**src/rtl/nibble_mux_arbiter_if.sv**
```systemverilog
// rtl/nibble_mux_arbiter_if.sv - requester/mux bundle for the nibble mux arbiter
interface nibble_mux_arbiter_if #(
  parameter int NREQ = 4
);
  logic              en;
  logic [NREQ-1:0]   req;
  logic [NREQ-1:0]   last;
  logic [4*NREQ-1:0] data_in;
  logic [NREQ-1:0]   grant;
  logic [3:0]        mux_a;
  logic [5:0]        mux_sel;
  logic              beat_valid;
  logic              busy;

  modport master (
    output en, req, last, data_in,
    input  grant, mux_a, mux_sel, beat_valid, busy
  );

  modport slave (
    input  en, req, last, data_in,
    output grant, mux_a, mux_sel, beat_valid, busy
  );
endinterface

```
**src/rtl/nibble_mux_arbiter.sv**
```systemverilog
// rtl/nibble_mux_arbiter.sv - round-robin burst arbiter driving the 4-bit pass-through mux
module nibble_mux_arbiter #(
  parameter int NREQ     = 4,
  parameter int HOLD_MAX = 8
) (
  input logic                 clk,
  input logic                 rst_n,
  nibble_mux_arbiter_if.slave bus
);
  localparam int PW = (NREQ > 1) ? $clog2(NREQ) : 1;
  localparam int BW = $clog2(HOLD_MAX + 1);

  typedef enum logic [1:0] {
    IDLE = 2'd0,
    PASS = 2'd1,
    GAP  = 2'd2
  } state_t;

  state_t          state;
  logic [NREQ-1:0] grant_q;
  logic [5:0]      sel_q;
  logic [PW-1:0]   ptr;
  logic [BW-1:0]   beats;

  logic [NREQ-1:0] pick_oh;
  logic            pick_found;
  logic [PW-1:0]   cand;
  logic [PW-1:0]   gidx;
  logic [PW-1:0]   next_ptr;
  logic [3:0]      mux_a_c;
  logic            req_g;
  logic            last_g;
  logic            term;

  // Rotating search: first requester at or after ptr, wrapping past NREQ-1.
  always_comb begin
    pick_oh    = '0;
    pick_found = 1'b0;
    cand       = '0;
    for (int k = 0; k < NREQ; k++) begin
      cand = PW'((int'(ptr) + k) % NREQ);
      if (!pick_found && bus.req[cand]) begin
        pick_oh[cand] = 1'b1;
        pick_found    = 1'b1;
      end
    end
  end

  always_comb begin
    gidx    = '0;
    mux_a_c = 4'b0000;
    for (int i = 0; i < NREQ; i++) begin
      if (grant_q[i]) begin
        gidx    = PW'(i);
        mux_a_c = bus.data_in[4*i +: 4];
      end
    end
  end

  assign req_g    = |(bus.req & grant_q);
  assign last_g   = |(bus.last & grant_q);
  assign term     = !req_g || last_g || (beats == BW'(HOLD_MAX));
  assign next_ptr = (gidx == PW'(NREQ - 1)) ? '0 : gidx + 1'b1;

  always_ff @(posedge clk or negedge rst_n) begin
    if (!rst_n) begin
      state   <= IDLE;
      grant_q <= '0;
      sel_q   <= 6'b000000;
      ptr     <= '0;
      beats   <= '0;
    end else begin
      case (state)
        IDLE: begin
          if (bus.en && (|bus.req)) begin
            grant_q <= pick_oh;
            sel_q   <= 6'b111111;
            beats   <= BW'(1);
            state   <= PASS;
          end
        end
        PASS: begin
          if (term) begin
            grant_q <= '0;
            sel_q   <= 6'b000000;
            ptr     <= next_ptr;
            state   <= GAP;
          end else if (beats != BW'(HOLD_MAX)) begin
            beats <= beats + 1'b1;
          end
        end
        GAP:     state <= IDLE;
        default: state <= IDLE;
      endcase
    end
  end

  assign bus.grant      = grant_q;
  assign bus.mux_sel    = sel_q;
  assign bus.mux_a      = mux_a_c;
  assign bus.beat_valid = (state == PASS) && req_g;
  assign bus.busy       = (state != IDLE);
endmodule

```
**src/flat_wrapper.sv**
```systemverilog
// flat-port wrapper written by rule: the top's interface ports become plain ports
module nibble_mux_arbiter_flat 
#(
  parameter int NREQ     = 4,
  parameter int HOLD_MAX = 8
)
  (clk, rst_n, bus_en, bus_req, bus_last, bus_data_in, bus_grant, bus_mux_a, bus_mux_sel, bus_beat_valid, bus_busy);
  nibble_mux_arbiter_if #(.NREQ(NREQ)) bus_i ();
  input logic clk;
  input logic rst_n;
  input wire logic [$bits(bus_i.en)-1:0] bus_en;
  input wire logic [$bits(bus_i.req)-1:0] bus_req;
  input wire logic [$bits(bus_i.last)-1:0] bus_last;
  input wire logic [$bits(bus_i.data_in)-1:0] bus_data_in;
  output wire logic [$bits(bus_i.grant)-1:0] bus_grant;
  output wire logic [$bits(bus_i.mux_a)-1:0] bus_mux_a;
  output wire logic [$bits(bus_i.mux_sel)-1:0] bus_mux_sel;
  output wire logic [$bits(bus_i.beat_valid)-1:0] bus_beat_valid;
  output wire logic [$bits(bus_i.busy)-1:0] bus_busy;
  assign bus_i.en = bus_en;
  assign bus_i.req = bus_req;
  assign bus_i.last = bus_last;
  assign bus_i.data_in = bus_data_in;
  assign bus_grant = bus_i.grant;
  assign bus_mux_a = bus_i.mux_a;
  assign bus_mux_sel = bus_i.mux_sel;
  assign bus_beat_valid = bus_i.beat_valid;
  assign bus_busy = bus_i.busy;
  nibble_mux_arbiter #(.NREQ(NREQ), .HOLD_MAX(HOLD_MAX)) u_core (.clk(clk), .rst_n(rst_n), .bus(bus_i));
endmodule
```
**config.mk**
```make
export PLATFORM = sky130hd
export DESIGN_NAME = nibble_mux_arbiter_flat
export DESIGN_NICKNAME = d
export VERILOG_FILES = /design/src/rtl/nibble_mux_arbiter_if.sv /design/src/rtl/nibble_mux_arbiter.sv /design/src/flat_wrapper.sv
export SDC_FILE = /design/constraint.sdc
export NUM_CORES = 1
export LEC_CHECK = 0
export CAP_MARGIN = 30
export CORE_MARGIN = 1
export CORE_UTILIZATION = 44
export CTS_CLUSTER_SIZE = 24
export DETAILED_ROUTE_END_ITERATION = 12
export PLACE_DENSITY = 0.89
export RECOVER_POWER = 100
export SYNTH_ARGS = -nofsm -noshare
export SYNTH_HDL_FRONTEND = slang
export SYNTH_SLANG_ARGS = --single-unit
```
**constraint.sdc**
```tcl
create_clock -name clk -period 2.6 [get_ports clk]
set_clock_uncertainty 0.2 [all_clocks]
set_input_delay 0.52 -clock clk [delete_from_list [all_inputs] [get_ports clk]]
set_output_delay 0.52 -clock clk [all_outputs]
set_load 0.02 [all_outputs]
```
==> results of run 1 <==
==> flip-flops by register name, summed over array words and instances, names as in the netlist <==
signal / flops
u_core.bus.mux_sel: 1
u_core.beats: 4
u_core.ptr: 2
u_core.bus.grant: 4
u_core.state: 2
==> cells by family after synthesis <==
logic type / count (synthesis) / synth area share (%)
muxes: 10 / 10.5
buffers and inverters: 16 / 7.82
and+or+nand+nor: 35 / 15.5
xor gates and xnor gates: 1 / 0.771
adders and majority gates: 10 / 11.0
AOI/OAI and AO/OA: 44 / 25.8
DFF: 13 / 28.6
==> critical path: stages, from the launching register on <==
cell and delay, ps:
dfrtp_1 380, or2_2 330, nor3b_1 190, buf_4 150, a22oi_1 60, o21ai_0 70
dlygate4sd2_1 340
==> cell type report <==
| class | instances | area (um2) |
|---|---|---|
| repair buffers | 55 | 507 |
| fillers | 197 | 805 |
| inverters | 7 | 26.3 |
| clock buffers | 4 | 26.3 |
| well taps | 30 | 37.5 |
| multi-input cells | 100 | 728 |
| flip-flops and latches | 13 | 325 |
==> cells in the final DEF (no fill, tap or decap), types with 5 or more instances in the layout <==
cell             count
o21ai_0             15
ha_1                10
dfrtp_1             13
clkdlybuf4s50_1     24
inv_1                7
nand2_1              9
dlygate4sd3_1       13
nor2_1              12
buf_4               11
a22oi_1             11
mux2_2               5
==> metrics by stage <==
stage | total power [mW] | hold WS (ps) | utilization [%]
6_report | 1.72 | 361 | 67.2
5_1_grt | 1.84 | 398 | 67.2
4_1_cts | 1.73 | 357 | 67.2
3_5_place_dp | 1.63 | 347 | 66.4
3_3_place_gp | 1.57 | 334 | 66.4
2_1_floorplan | 1.18 | 24.4 | -
==> final timing paths <==
path	startpoint	endpoint	cells past startpoint
min in group asynchronous	rst_n	u_core.beats[0]	1
setup reg to reg	u_core.ptr[0]	u_core.bus.grant[1]	7
hold reg to reg	u_core.bus.mux_sel[4]	u_core.bus.mux_sel[4]	2
max in group asynchronous	rst_n	u_core.bus.grant[0]	1
setup / recovery	u_core.bus.grant[2]	bus_mux_a[3]	6
hold / removal	u_core.bus.mux_sel[4]	u_core.bus.mux_sel[4]	2
==> power breakdown <==
| part | total [mW] | switching [mW] | leakage, nW | internal [mW] |
|---|---|---|---|---|
| registers | 0.344 | 0.0643 | 0.164 | 0.280 |
| clock network | 0.121 | 0.0619 | 0.0150 | 0.0594 |
| logic | 1.26 | 0.700 | 0.554 | 0.557 |
| total | 1.72 | 0.826 | 0.733 | 0.896 |
==> metal layers <==
| metal | part of all wire [%] | vias up |
|---|---|---|
| met4 | 3.7 | 0 |
| met2 | 49 | 68 |
| met5 | 0 | - |
| met1 | 39 | 544 |
| li1 | - | 574 |
| met3 | 8.7 | 12 |
==> timing repair <==
item / in CTS / in global routing
endpoints found under the hold margin: 0 / 0
setup endpoints to repair: 5 / 5
gates resized for setup: 5 / 3
buffers inserted: 0 / 0
==> flow_summary.yaml, run 1 <==
worst_setup_path:
  cp-end-kind: "output pin"
  required_ps: 1880
  critPathKind: "reg2out"
  cp_max_fo: 4
  reg2reg_slack_ps: 390
  startpoint_type: "flip-flop"
  arrival_ps: 1790
floorplan:
  start_util_pct: 46.3
  core_area_mm2: 0.00245
  row_count: 18
  die_w_um: 52.8
  die_h_um: 52.8
  ios: 43
  die-area_mm2: 0.00279
routing:
  wire_per_inst_um: 14.9
  drc: 0
  drt_wl_total_um: 3120
  dr.first_iter.drc_count: 28
  ant_nets: 0
  num_vias: 1198
  first_pass_iters: 4
  via_per_inst: 5.73
synthesis:
  ys_ff_latch: 13
  ys_types: 32
  ys_seq_area_share_pct: 28.6
  ys.flop_type: "dfrtp_1"
  yosys.area.top_type: "dfrtp_1"
  synth_common_cells: "o21ai_0 (15), dfrtp_1 (13), nor2_1 (12)"
  netlist_instances: 129
  yosysWarnings: 0
  syn-cell-area_mm2: 0.00114
  synth_most_common_cell: "o21ai_0"
  synthesis.nets: 166
  synth_area_per_cell_um2: 8.81
  ys_top_cells_by_area: "dfrtp_1 (29%), ha_1 (11%), a22oi_1 (7.3%), o21ai_0 (6.6%), mux2_2 (5.0%)"
  synth_edf_count: 0
  synth_top_area_share_pct: 28.6
  async_flop_share_pct: 100
clock_tree:
  clk_pin_slew_ps: 80
  cts_inserted_buffers: 3
  cts_tree: "yes"
  h-tree-depth: 1
  clk_latency_ps: 270
  cts-root-buf: "clkbuf_4"
  clockBufferDepth: 2
  hold_buffers: 0
  cts.sinks: 13
grt:
  grt.overflow.total: 0
  grt_pass1_wl_um: 4590
  grt_pass1_vias: 1119
  grt_use_total_pct: 22.7
  grt_max_degree: 14
  gr-usage-met3_pct: 3.19
  grtUsageMet2_pct: 44.7
  groute.layer.met1.usage_pct: 22.2
  antenna_found_initial: 0
  gr-max-usage-layer: "met2"
sta:
  worstMarginPinSlew_ps: 584
  worst_slack_ps: 86.6
  final_max_slew_viol_count: 0
  final-hold-violation-count: 0
  fmax_mhz: 398
  min_period_over_period_pct: 96.7
  rsz0062_at_grt: "no"
  setup_viol: 0
  fin_crit_ps: 2510
  slew_headroom_pct: 61.0
  final.setup.tns_ps: 0
place:
  io_buffer_count: 42
  dp_cells: 205
  place_congestion: 0.909
  dp_hpwl_um: 2500
  place_area_mm2: 0.00163
  dp_worst_setup_slack_ps: -200
layout:
  num_antenna_cells: 0
  fin_cells: 209
  drive_gt1_share_pct: 13.4
  fin_nets: 217
  area_delta_synth_final_pct: 45.3
  design_area_mm2: 0.00165
power:
  p_leak_nw: 0.733
  vdd.ir_drop.worst_v: 0.000607
  p_per_area_mw_per_mm2: 1040
flow_run:
  drv_cap: 0
run_status:
  status: "finished clean"
min_path:
  worst_hold_path_type: "reg2reg"
Note: power is estimated with default switching activity, not from simulation.
==> inputs of run 2 (changes only) <==
Settings changed: CORE_MARGIN 1 to not set.
==> results of run 2 <==
Final layout, timing and power as in run 1 (identical DEF).
==> inputs of run 3 (changes only) <==
Settings changed: GPL_ROUTABILITY_DRIVEN set to 0.
==> results of run 3 <==
Final layout, timing and power as in run 1 (identical DEF).
